### src/rtl/multdiv_issue_if.sv
// Issue-side bundle for the mult/div issue stage.
// slave  : the issue stage (multdiv_issue). It receives the decoded
//          instruction, flush and the multdiv response, and drives the
//          multdiv operands/start pulses, stall and writeback.
// master : the surrounding pipeline and multdiv unit (the reverse directions).
interface multdiv_issue_if;
   localparam int unsigned DW = 32;
   localparam int unsigned RW = 5;

   // Decoded instruction from the pipeline
   logic          issue_valid;
   logic          issue_is_div;
   logic [DW-1:0] issue_opA;
   logic [DW-1:0] issue_opB;
   logic [RW-1:0] issue_rd;
   logic          flush;

   // Response from the multdiv unit
   logic [DW-1:0] md_result;
   logic          md_exception;
   logic          md_resultRDY;

   // Request to the multdiv unit
   logic [DW-1:0] md_operandA;
   logic [DW-1:0] md_operandB;
   logic          md_ctrl_MULT;
   logic          md_ctrl_DIV;

   // Pipeline control and writeback
   logic          stall;
   logic          wb_valid;
   logic [RW-1:0] wb_rd;
   logic [DW-1:0] wb_data;
   logic          wb_exception;

   modport slave (
      input  issue_valid, issue_is_div, issue_opA, issue_opB, issue_rd, flush,
      input  md_result, md_exception, md_resultRDY,
      output md_operandA, md_operandB, md_ctrl_MULT, md_ctrl_DIV,
      output stall, wb_valid, wb_rd, wb_data, wb_exception
   );

   modport master (
      output issue_valid, issue_is_div, issue_opA, issue_opB, issue_rd, flush,
      output md_result, md_exception, md_resultRDY,
      input  md_operandA, md_operandB, md_ctrl_MULT, md_ctrl_DIV,
      input  stall, wb_valid, wb_rd, wb_data, wb_exception
   );
endinterface

### src/rtl/multdiv_issue.sv
// Issue stage for a multi-cycle mult/div unit.
// Latches one decoded mult/div instruction, pulses the multdiv start line for
// one cycle, waits (bounded by TIMEOUT) for the result, then produces a single
// writeback cycle. Exceptions (reported or timeout) write an rstatus code to
// REG_RSTATUS instead of the result.
// Ports:
//   clock   : rising-edge clock
//   reset_n : asynchronous active-low reset
//   bus     : multdiv_issue_if.slave (issue, flush, multdiv req/resp,
//             stall and writeback)
module multdiv_issue #(
   parameter int unsigned TIMEOUT     = 40,
   parameter int unsigned REG_RSTATUS = 30,
   parameter int unsigned EXC_MUL     = 4,
   parameter int unsigned EXC_DIV     = 5
) (
   input  logic           clock,
   input  logic           reset_n,
   multdiv_issue_if.slave bus
);

   localparam int unsigned DW = 32;
   localparam int unsigned RW = 5;
   localparam int unsigned CW = 6;

   typedef enum logic [1:0] {
      IDLE  = 2'd0,
      START = 2'd1,
      WAIT  = 2'd2,
      DONE  = 2'd3
   } state_t;

   state_t        state_q, state_d;
   logic [DW-1:0] opa_q, opa_d;
   logic [DW-1:0] opb_q, opb_d;
   logic [RW-1:0] rd_q, rd_d;
   logic          div_q, div_d;
   logic [CW-1:0] cnt_q, cnt_d;
   logic [DW-1:0] res_q, res_d;
   logic          exc_q, exc_d;

   // State and datapath registers
   always_ff @(posedge clock or negedge reset_n) begin
      if (!reset_n) begin
         state_q <= IDLE;
         opa_q   <= '0;
         opb_q   <= '0;
         rd_q    <= '0;
         div_q   <= 1'b0;
         cnt_q   <= '0;
         res_q   <= '0;
         exc_q   <= 1'b0;
      end else begin
         state_q <= state_d;
         opa_q   <= opa_d;
         opb_q   <= opb_d;
         rd_q    <= rd_d;
         div_q   <= div_d;
         cnt_q   <= cnt_d;
         res_q   <= res_d;
         exc_q   <= exc_d;
      end
   end

   // Next-state and datapath update
   always_comb begin
      state_d = state_q;
      opa_d   = opa_q;
      opb_d   = opb_q;
      rd_d    = rd_q;
      div_d   = div_q;
      cnt_d   = cnt_q;
      res_d   = res_q;
      exc_d   = exc_q;

      case (state_q)
         IDLE: begin
            // flush outranks a simultaneous issue; nothing is latched then
            if (bus.issue_valid && !bus.flush) begin
               opa_d   = bus.issue_opA;
               opb_d   = bus.issue_opB;
               rd_d    = bus.issue_rd;
               div_d   = bus.issue_is_div;
               state_d = START;
            end
         end
         START: begin
            // any resultRDY seen here belongs to an older operation
            cnt_d   = '0;
            state_d = bus.flush ? IDLE : WAIT;
         end
         WAIT: begin
            cnt_d = cnt_q + CW'(1);
            if (bus.flush) begin
               state_d = IDLE;
            end else if (bus.md_resultRDY) begin
               // a real result wins over a timeout in the same cycle
               res_d   = bus.md_result;
               exc_d   = bus.md_exception;
               state_d = DONE;
            end else if (cnt_q == CW'(TIMEOUT - 1)) begin
               res_d   = '0;
               exc_d   = 1'b1;
               state_d = DONE;
            end
         end
         DONE: begin
            state_d = IDLE;
         end
         default: begin
            state_d = IDLE;
         end
      endcase
   end

   // Output decode
   always_comb begin
      bus.md_operandA  = opa_q;
      bus.md_operandB  = opb_q;
      bus.md_ctrl_MULT = (state_q == START) && !div_q;
      bus.md_ctrl_DIV  = (state_q == START) &&  div_q;
      bus.stall        = (state_q == START) || (state_q == WAIT) ||
                         ((state_q == IDLE) && bus.issue_valid && !bus.flush);
      bus.wb_valid     = 1'b0;
      bus.wb_rd        = '0;
      bus.wb_data      = '0;
      bus.wb_exception = 1'b0;

      // Writeback fields stay zero unless the strobe is actually raised
      if ((state_q == DONE) && !bus.flush) begin
         if (exc_q) begin
            bus.wb_valid     = 1'b1;
            bus.wb_rd        = RW'(REG_RSTATUS);
            bus.wb_data      = div_q ? DW'(EXC_DIV) : DW'(EXC_MUL);
            bus.wb_exception = 1'b1;
         end else if (rd_q != '0) begin
            bus.wb_valid     = 1'b1;
            bus.wb_rd        = rd_q;
            bus.wb_data      = res_q;
         end
      end
   end

endmodule

### src/flat_wrapper.sv
// flat-port wrapper written by rule: the top's interface ports become plain ports
module multdiv_issue_flat 
#(
   parameter int unsigned TIMEOUT     = 40,
   parameter int unsigned REG_RSTATUS = 30,
   parameter int unsigned EXC_MUL     = 4,
   parameter int unsigned EXC_DIV     = 5
)
  (clock, reset_n, bus_issue_valid, bus_issue_is_div, bus_issue_opA, bus_issue_opB, bus_issue_rd, bus_flush, bus_md_result, bus_md_exception, bus_md_resultRDY, bus_md_operandA, bus_md_operandB, bus_md_ctrl_MULT, bus_md_ctrl_DIV, bus_stall, bus_wb_valid, bus_wb_rd, bus_wb_data, bus_wb_exception);
  multdiv_issue_if bus_i ();
  input  logic clock;
  input  logic reset_n;
  input wire logic [$bits(bus_i.issue_valid)-1:0] bus_issue_valid;
  input wire logic [$bits(bus_i.issue_is_div)-1:0] bus_issue_is_div;
  input wire logic [$bits(bus_i.issue_opA)-1:0] bus_issue_opA;
  input wire logic [$bits(bus_i.issue_opB)-1:0] bus_issue_opB;
  input wire logic [$bits(bus_i.issue_rd)-1:0] bus_issue_rd;
  input wire logic [$bits(bus_i.flush)-1:0] bus_flush;
  input wire logic [$bits(bus_i.md_result)-1:0] bus_md_result;
  input wire logic [$bits(bus_i.md_exception)-1:0] bus_md_exception;
  input wire logic [$bits(bus_i.md_resultRDY)-1:0] bus_md_resultRDY;
  output wire logic [$bits(bus_i.md_operandA)-1:0] bus_md_operandA;
  output wire logic [$bits(bus_i.md_operandB)-1:0] bus_md_operandB;
  output wire logic [$bits(bus_i.md_ctrl_MULT)-1:0] bus_md_ctrl_MULT;
  output wire logic [$bits(bus_i.md_ctrl_DIV)-1:0] bus_md_ctrl_DIV;
  output wire logic [$bits(bus_i.stall)-1:0] bus_stall;
  output wire logic [$bits(bus_i.wb_valid)-1:0] bus_wb_valid;
  output wire logic [$bits(bus_i.wb_rd)-1:0] bus_wb_rd;
  output wire logic [$bits(bus_i.wb_data)-1:0] bus_wb_data;
  output wire logic [$bits(bus_i.wb_exception)-1:0] bus_wb_exception;
  assign bus_i.issue_valid = bus_issue_valid;
  assign bus_i.issue_is_div = bus_issue_is_div;
  assign bus_i.issue_opA = bus_issue_opA;
  assign bus_i.issue_opB = bus_issue_opB;
  assign bus_i.issue_rd = bus_issue_rd;
  assign bus_i.flush = bus_flush;
  assign bus_i.md_result = bus_md_result;
  assign bus_i.md_exception = bus_md_exception;
  assign bus_i.md_resultRDY = bus_md_resultRDY;
  assign bus_md_operandA = bus_i.md_operandA;
  assign bus_md_operandB = bus_i.md_operandB;
  assign bus_md_ctrl_MULT = bus_i.md_ctrl_MULT;
  assign bus_md_ctrl_DIV = bus_i.md_ctrl_DIV;
  assign bus_stall = bus_i.stall;
  assign bus_wb_valid = bus_i.wb_valid;
  assign bus_wb_rd = bus_i.wb_rd;
  assign bus_wb_data = bus_i.wb_data;
  assign bus_wb_exception = bus_i.wb_exception;
  multdiv_issue #(.TIMEOUT(TIMEOUT), .REG_RSTATUS(REG_RSTATUS), .EXC_MUL(EXC_MUL), .EXC_DIV(EXC_DIV)) u_core (.clock(clock), .reset_n(reset_n), .bus(bus_i));
endmodule
### config.mk
export PLATFORM = sky130hd
export DESIGN_NAME = multdiv_issue_flat
export DESIGN_NICKNAME = d
export VERILOG_FILES = /design/src/rtl/multdiv_issue_if.sv /design/src/rtl/multdiv_issue.sv /design/src/flat_wrapper.sv
export SDC_FILE = /design/constraint.sdc
export NUM_CORES = 1
export LEC_CHECK = 0
export BUFFER_PORTS_ARGS = -buffer_cell sky130_fd_sc_hd__buf_4
export CELL_PAD_IN_SITES_DETAIL_PLACEMENT = 0
export CELL_PAD_IN_SITES_GLOBAL_PLACEMENT = 1
export CORE_ASPECT_RATIO = 0.8
export CORE_UTILIZATION = 34
export DETAILED_ROUTE_END_ITERATION = 7
export GPL_ROUTABILITY_DRIVEN = 0
export PLACE_DENSITY = 0.87
export SYNTH_ARGS = -nofsm -noshare
export SYNTH_HDL_FRONTEND = slang
export SYNTH_SLANG_ARGS = --single-unit
### constraint.sdc
create_clock -name clock -period 1.5 [get_ports clock]
set_clock_uncertainty 0.05 [all_clocks]
set_input_delay 0.075 -clock clock [delete_from_list [all_inputs] [get_ports clock]]
set_output_delay 0.075 -clock clock [all_outputs]
set_load 0.02 [all_outputs]
==> results of run 1 <==
critical path: cells and delay by family (launching register included):
kind                       cells  cell delay (ps)
AOI/OAI and AO/OA              1              100
adders and majority gates      1              150
buffers and inverters          6              770
DFF                            1              400
and+or+nand+nor                2              330
worst max path at each step:
stage,startpoint,endpoint,slack [ps],cells after the start
finish,u_core.state_q[1],u_core.res_q[10],-450,10
global route,u_core.state_q[1],bus_wb_data[6],-510,7
CTS,u_core.rd_q[0],bus_wb_data[0],-380,4
detailed placement,u_core.cnt_q[0],u_core.state_q[1],-100,5
global placement,u_core.cnt_q[0],u_core.res_q[11],-50,4
floorplan,u_core.state_q[0],u_core.res_q[0],-20,8
kinds of logic (layout without fill, tap and decap cells):
group,count (synthesis),after routing,synth area share [%]
DFF,111,111,52.2
xor gates and xnor gates,1,1,0.165
muxes,72,72,15.2
AOI/OAI and AO/OA,52,52,12.4
adders and majority gates,6,6,1.41
and+or+nand+nor,132,132,11.9
buffers and inverters,69,445,6.82
routing by layer:
layer  up-vias  global-route usage, %  share of wire [%]
met4         0                   8.82                2.9
li1       2251                      -                  -
met5         -                      0                  0
met2       164                   41.8                 53
met3        45                   5.21                4.5
met1      2451                   25.5                 39
cell type report:
type	count	share of cell area (%)
multi-input combinational	263	29.0
timing repair buffer	388	36.4
tap	210	2.55
clock inverter	7	1.23
sequential	111	27.0
inverter	41	1.62
clock buffer	9	2.19
timing repair:
item | CTS | global route
buffers inserted | 16 | 15
hold buffers | 104 | 0
setup endpoints to repair | 89 | 153
pin swaps | 67 | 16
endpoints found under the hold margin | 214 | 0
gates cloned | 8 | 3
gates resized for setup | 201 | 81
where the power goes:
group / switching, mW / total, mW / internal (mW) / leakage [nW]
clock network: 1.17 / 2.84 / 1.66 / 0.174
registers: 0.798 / 4.91 / 4.11 / 1.24
logic: 3.97 / 8.83 / 4.87 / 3.88
total: 5.94 / 16.6 / 10.6 / 5.29
state kept, by name (all words and copies together) (netlist names):
signal                  cells
u_core.rd_q                 5
u_core.res_q               32
u_core.bus.md_operandA     32
u_core.exc_q                1
u_core.cnt_q                6
u_core.bus.md_operandB     32
u_core.div_q                1
u_core.state_q              2
cell usage in the layout (no fill, tap or decap), types with 4 or more instances in the layout:
master	Yosys	routed
buf_12	0	12
buf_16	0	8
mux2_1	71	6
dfrtp_1	111	111
buf_6	11	58
buf_4	4	203
dlygate4sd3_1	0	104
and2_4	1	26
nor2_1	13	8
mux2_4	0	65
nand2_1	68	36
clkbuf_16	0	11
nand2_4	0	29
inv_1	41	38
ha_4	0	4
o311ai_2	30	29
and2_2	0	6
==> out/results.ini, run 1 <==
[route]
vias=4911
wirelength_mm=18.6
wl_per_cell_um=18.0
drc_errors=0
first_pass_iters=4
antenna_left=0
drtIter0Drc=275
via_per_inst=4.77

[min_path]
hold_start=bus_flush
hold_class=input pin to flop
hold_depth=4
holdPathEnd=u_core.state_q[1]

[timing]
fmax_ghz=0.514
fin_crit_sh_pct=130
tns_ps=-52450
hold_viol_final=0
slew_violations=0
hold_ws_ps=59.1
period_needed_ps=1950
rsz0062_at_grt=yes
worst_slew_pin_slew_ps=587
setup_viol=153
worst_slack_ps=-445
slew_headroom_pct=60.8

[yosys]
synth-seq-cells=111
synth_top_cell_area_share_pct=52.2
yosysUniqueCellTypes=40
syn_nets=557
yosys_warnings=0
synth.most_common_cell=dfrtp_1
synth-edff-count=0
yosys-top-cells-area=dfrtp_1 (52%), mux2_1 (15%), o311ai_2 (9.2%)
synth_ff_type=dfrtp_1
ys_seq_area_share_pct=52.2
ys_top_cells_by_count=dfrtp_1 (111), mux2_1 (71), nand2_1 (68), inv_1 (41), and2_1 (31)
syn-instance-count=443
synthArstFlopShare_pct=100
syn_area_um2=5320
avgSynthCellArea_um2=12.0
yosysTopAreaCell=dfrtp_1

[setup_path]
r2r_cells=10
crit_type=flop to flop
reg2reg_to=u_core.res_q[10]
reg2reg_from=u_core.state_q[1]
cp-start-kind=flop
critPathMaxFanout=8
arrival_ps=2120
end_kind=flop
path_common_cell=buf_6
r2r_slack_ps=-450
slowest_delay_ps=400
critPathSlowestCell=dfrtp_1
crit_path_cell_trace=buf_4 -> buf_6 -> buf_6 -> buf_6 -> ha_4 -> and3b_2 -> buf_6 -> buf_16 -> nand2_1 -> o311ai_2
crit_required_ps=1670

[pwr]
powerDensity_nw_per_um2=1610
total_power_mw=16.6
peakVddDrop_mv=1.18
leakage_nw=5.29

[clocking]
cts_tree=done
root_buffer=clkbuf_16
clk_pin_slew_ps=80
clk_latency_ps=360
max-clock-path-buffers=2
h-tree-depth=3
cts_sinks=111
cts_made_buffers=9

[grt]
antenna_found_initial=0
overflow=0
grt_pass1_vias=5345
grt_use_total_pct=22.7
grt_pass1_wl_mm=27.9
grt_max_degree=41

[cells_and_area]
final_util_pct=67.9
post_route_cells_drive_above_1_share_pct=60.6
nNetsFinal=928
area_growth_pct=93.3
final_area_um2=10300
instances_no_fill=1029
multi_input_area_um2=2990
n_antenna_cell=0
n_fill_cell=1044
seq_area_um2=2780

[die]
fp.coreArea_um2=15200
die_area_um2=16200
fp.dieH_um=114
die_x_um=142
row_count=40
ios=214
initial_core_util_pct=35.1

[run_status]
status=finished with violations
violations=negative setup slack

[job]
drv_cap=0

[place]
placed_cells=870
place_area_um2=7400
dp_hpwl_mm=10.1
port_buffers=213
dpl_worst_slack_ps=-102

No activity file was read; power rests on OpenSTA's default activity.
==> run 2, diff against run 1 <==
--- a/config.mk
+++ b/config.mk
@@ -5,14 +5,14 @@
 export SDC_FILE = /design/constraint.sdc
 export NUM_CORES = 1
 export LEC_CHECK = 0
-export BUFFER_PORTS_ARGS = -buffer_cell sky130_fd_sc_hd__buf_4
 export CELL_PAD_IN_SITES_DETAIL_PLACEMENT = 0
 export CELL_PAD_IN_SITES_GLOBAL_PLACEMENT = 1
 export CORE_ASPECT_RATIO = 0.8
-export CORE_UTILIZATION = 34
+export CORE_UTILIZATION = 35
 export DETAILED_ROUTE_END_ITERATION = 7
+export DONT_BUFFER_PORTS = 1
 export GPL_ROUTABILITY_DRIVEN = 0
-export PLACE_DENSITY = 0.87
+export PLACE_DENSITY = 0.73
 export SYNTH_ARGS = -nofsm -noshare
 export SYNTH_HDL_FRONTEND = slang
 export SYNTH_SLANG_ARGS = --single-unit
==> out/results.ini, run 2 (same netlist as run 1, synthesis figures left out) <==
[cells_and_area]
final_common_cell=dfrtp_1
post_route_cells_drive_above_1_share_pct=54.1
instances_no_fill=803
n_antenna_cell=0
final_util_pct=62.0
nNetsFinal=729
area_growth_pct=69.2
layout_common_cells=dfrtp_1 (110), dlygate4sd3_1 (103), mux2_4 (69)

[pwr]
peakVddDrop_mv=1.60
powerDensity_nw_per_um2=1640
leakage_nw=4.31
total_power_mw=14.7

[clocking]
clk_latency_ps=350
cts_made_buffers=9
h-tree-depth=3
cts_tree=done
root_buffer=clkbuf_16
max-clock-path-buffers=2
clk_pin_slew_ps=70
cts_sinks=111

[setup_path]
critPathMaxFanout=2
crit_type=flop to primary output
end_kind=primary output
cp-start-kind=flop
cp_top_family=flip-flops
crit_required_ps=1370
crit_path_cell_trace=buf_4 -> or4_4 -> o211ai_1 -> a21oi_2 -> buf_6
arrival_ps=1780
cp.buffers_inverters=2
critPathSlowestCell=dfrtp_1
slowest_delay_ps=410
crit_start=u_core.rd_q[0]
reg2reg_from=u_core.state_q[0]

[die]
die_x_um=140
fp.dieH_um=112
ios=214
row_count=39
die_area_um2=15700
fp.coreArea_um2=14500
initial_core_util_pct=36.6

[timing]
hold_viol_final=145
fin_crit_sh_pct=127
rsz0062_at_grt=yes
worst_slew_pin_slew_ps=668
period_needed_ps=1910
hold_ws_ps=-636
fmax_ghz=0.525
slew_headroom_pct=55.3
worst_slack_ps=-406
setup_viol=149
slew_violations=0

[place]
placed_cells=642
dpl_worst_slack_ps=-127
port_buffers=0
dp_hpwl_mm=8.90

[route]
via_per_inst=5.19
vias=4165
first_pass_iters=4
drc_errors=0
drtIter0Drc=138
antenna_left=0
wirelength_mm=18.3
wl_per_cell_um=22.8

[run_status]
status=finished with violations
violations=negative hold slack, negative setup slack

[min_path]
hold_class=input pin to async pin

[job]
drv_cap=0

[grt]
antenna_found_initial=0
overflow=0
grt_use_total_pct=21.0
grt_max_degree=112
grt_pass1_vias=4377
grt_pass1_wl_mm=25.1

[run 2: changes by cell type in the layout (fill, tap and decap cells not counted), sizes merged]
| cell | delta |
|---|---|
| clkbuf | +6 |
| buf | -206 |
| bufinv | -3 |
| nand2 | +1 |
| clkinvlp | +1 |
| dlygate4sd3 | -1 |
| and2 | +2 |
[run 2: timing repair]
action                     CTS  global route
hold buffers               101             2
gates cloned                10            11
pin swaps                   44            56
buffers inserted            16            23
resized for setup          190           172
hold endpoints to repair   216           146
setup endpoints to repair  100           153
[run 2: power breakdown]
part,switching (mW),leakage (nW),internal [mW]
combinational,2.54,2.93,3.66
sequential,2.10,1.24,4.10
clock,1.16,0.136,1.18
total,5.79,4.31,8.94
[run 2: layer usage]
layer | vias to the layer above | part of all wire (%) | global-route usage [%]
met5 | - | 0 | 0
met4 | 0 | 1.4 | 5.79
met3 | 18 | 3.3 | 4.35
met2 | 123 | 52 | 37.0
met1 | 2151 | 44 | 26.1
li1 | 1873 | - | -
[run 2: path summary, 6_finish.rpt]
kind	end	slack, ps	cells past startpoint
worst min-delay path	u_core.bus.md_operandA[14]	-640	0
max in group asynchronous	u_core.res_q[22]	1870	0
worst max register to register	u_core.bus.md_operandB[14]	-190	7
min in group clock	u_core.res_q[1]	-200	1
worst max-delay path	bus_wb_data[0]	-410	5
worst min register to register	u_core.res_q[8]	480	2
[run 2: cell type report]
cell class / count / area, um^2
inverter: 41 / 161
clock inverter: 5 / 38.8
sequential: 111 / 2780
fill: 1085 / 5530
multi-input combinational: 266 / 3390
tap: 184 / 230
clock buffer: 10 / 239
timing repair buffer: 186 / 2170
[run 2: through the flow]
stage / area [um^2] / setup TNS, ps
detailed placement: 5790 / -3740
global route: 9010 / -32320
finish: 9010 / -26110
CTS: 8070 / -43160
global placement: 5790 / -2060
floorplan: 5430 / -201
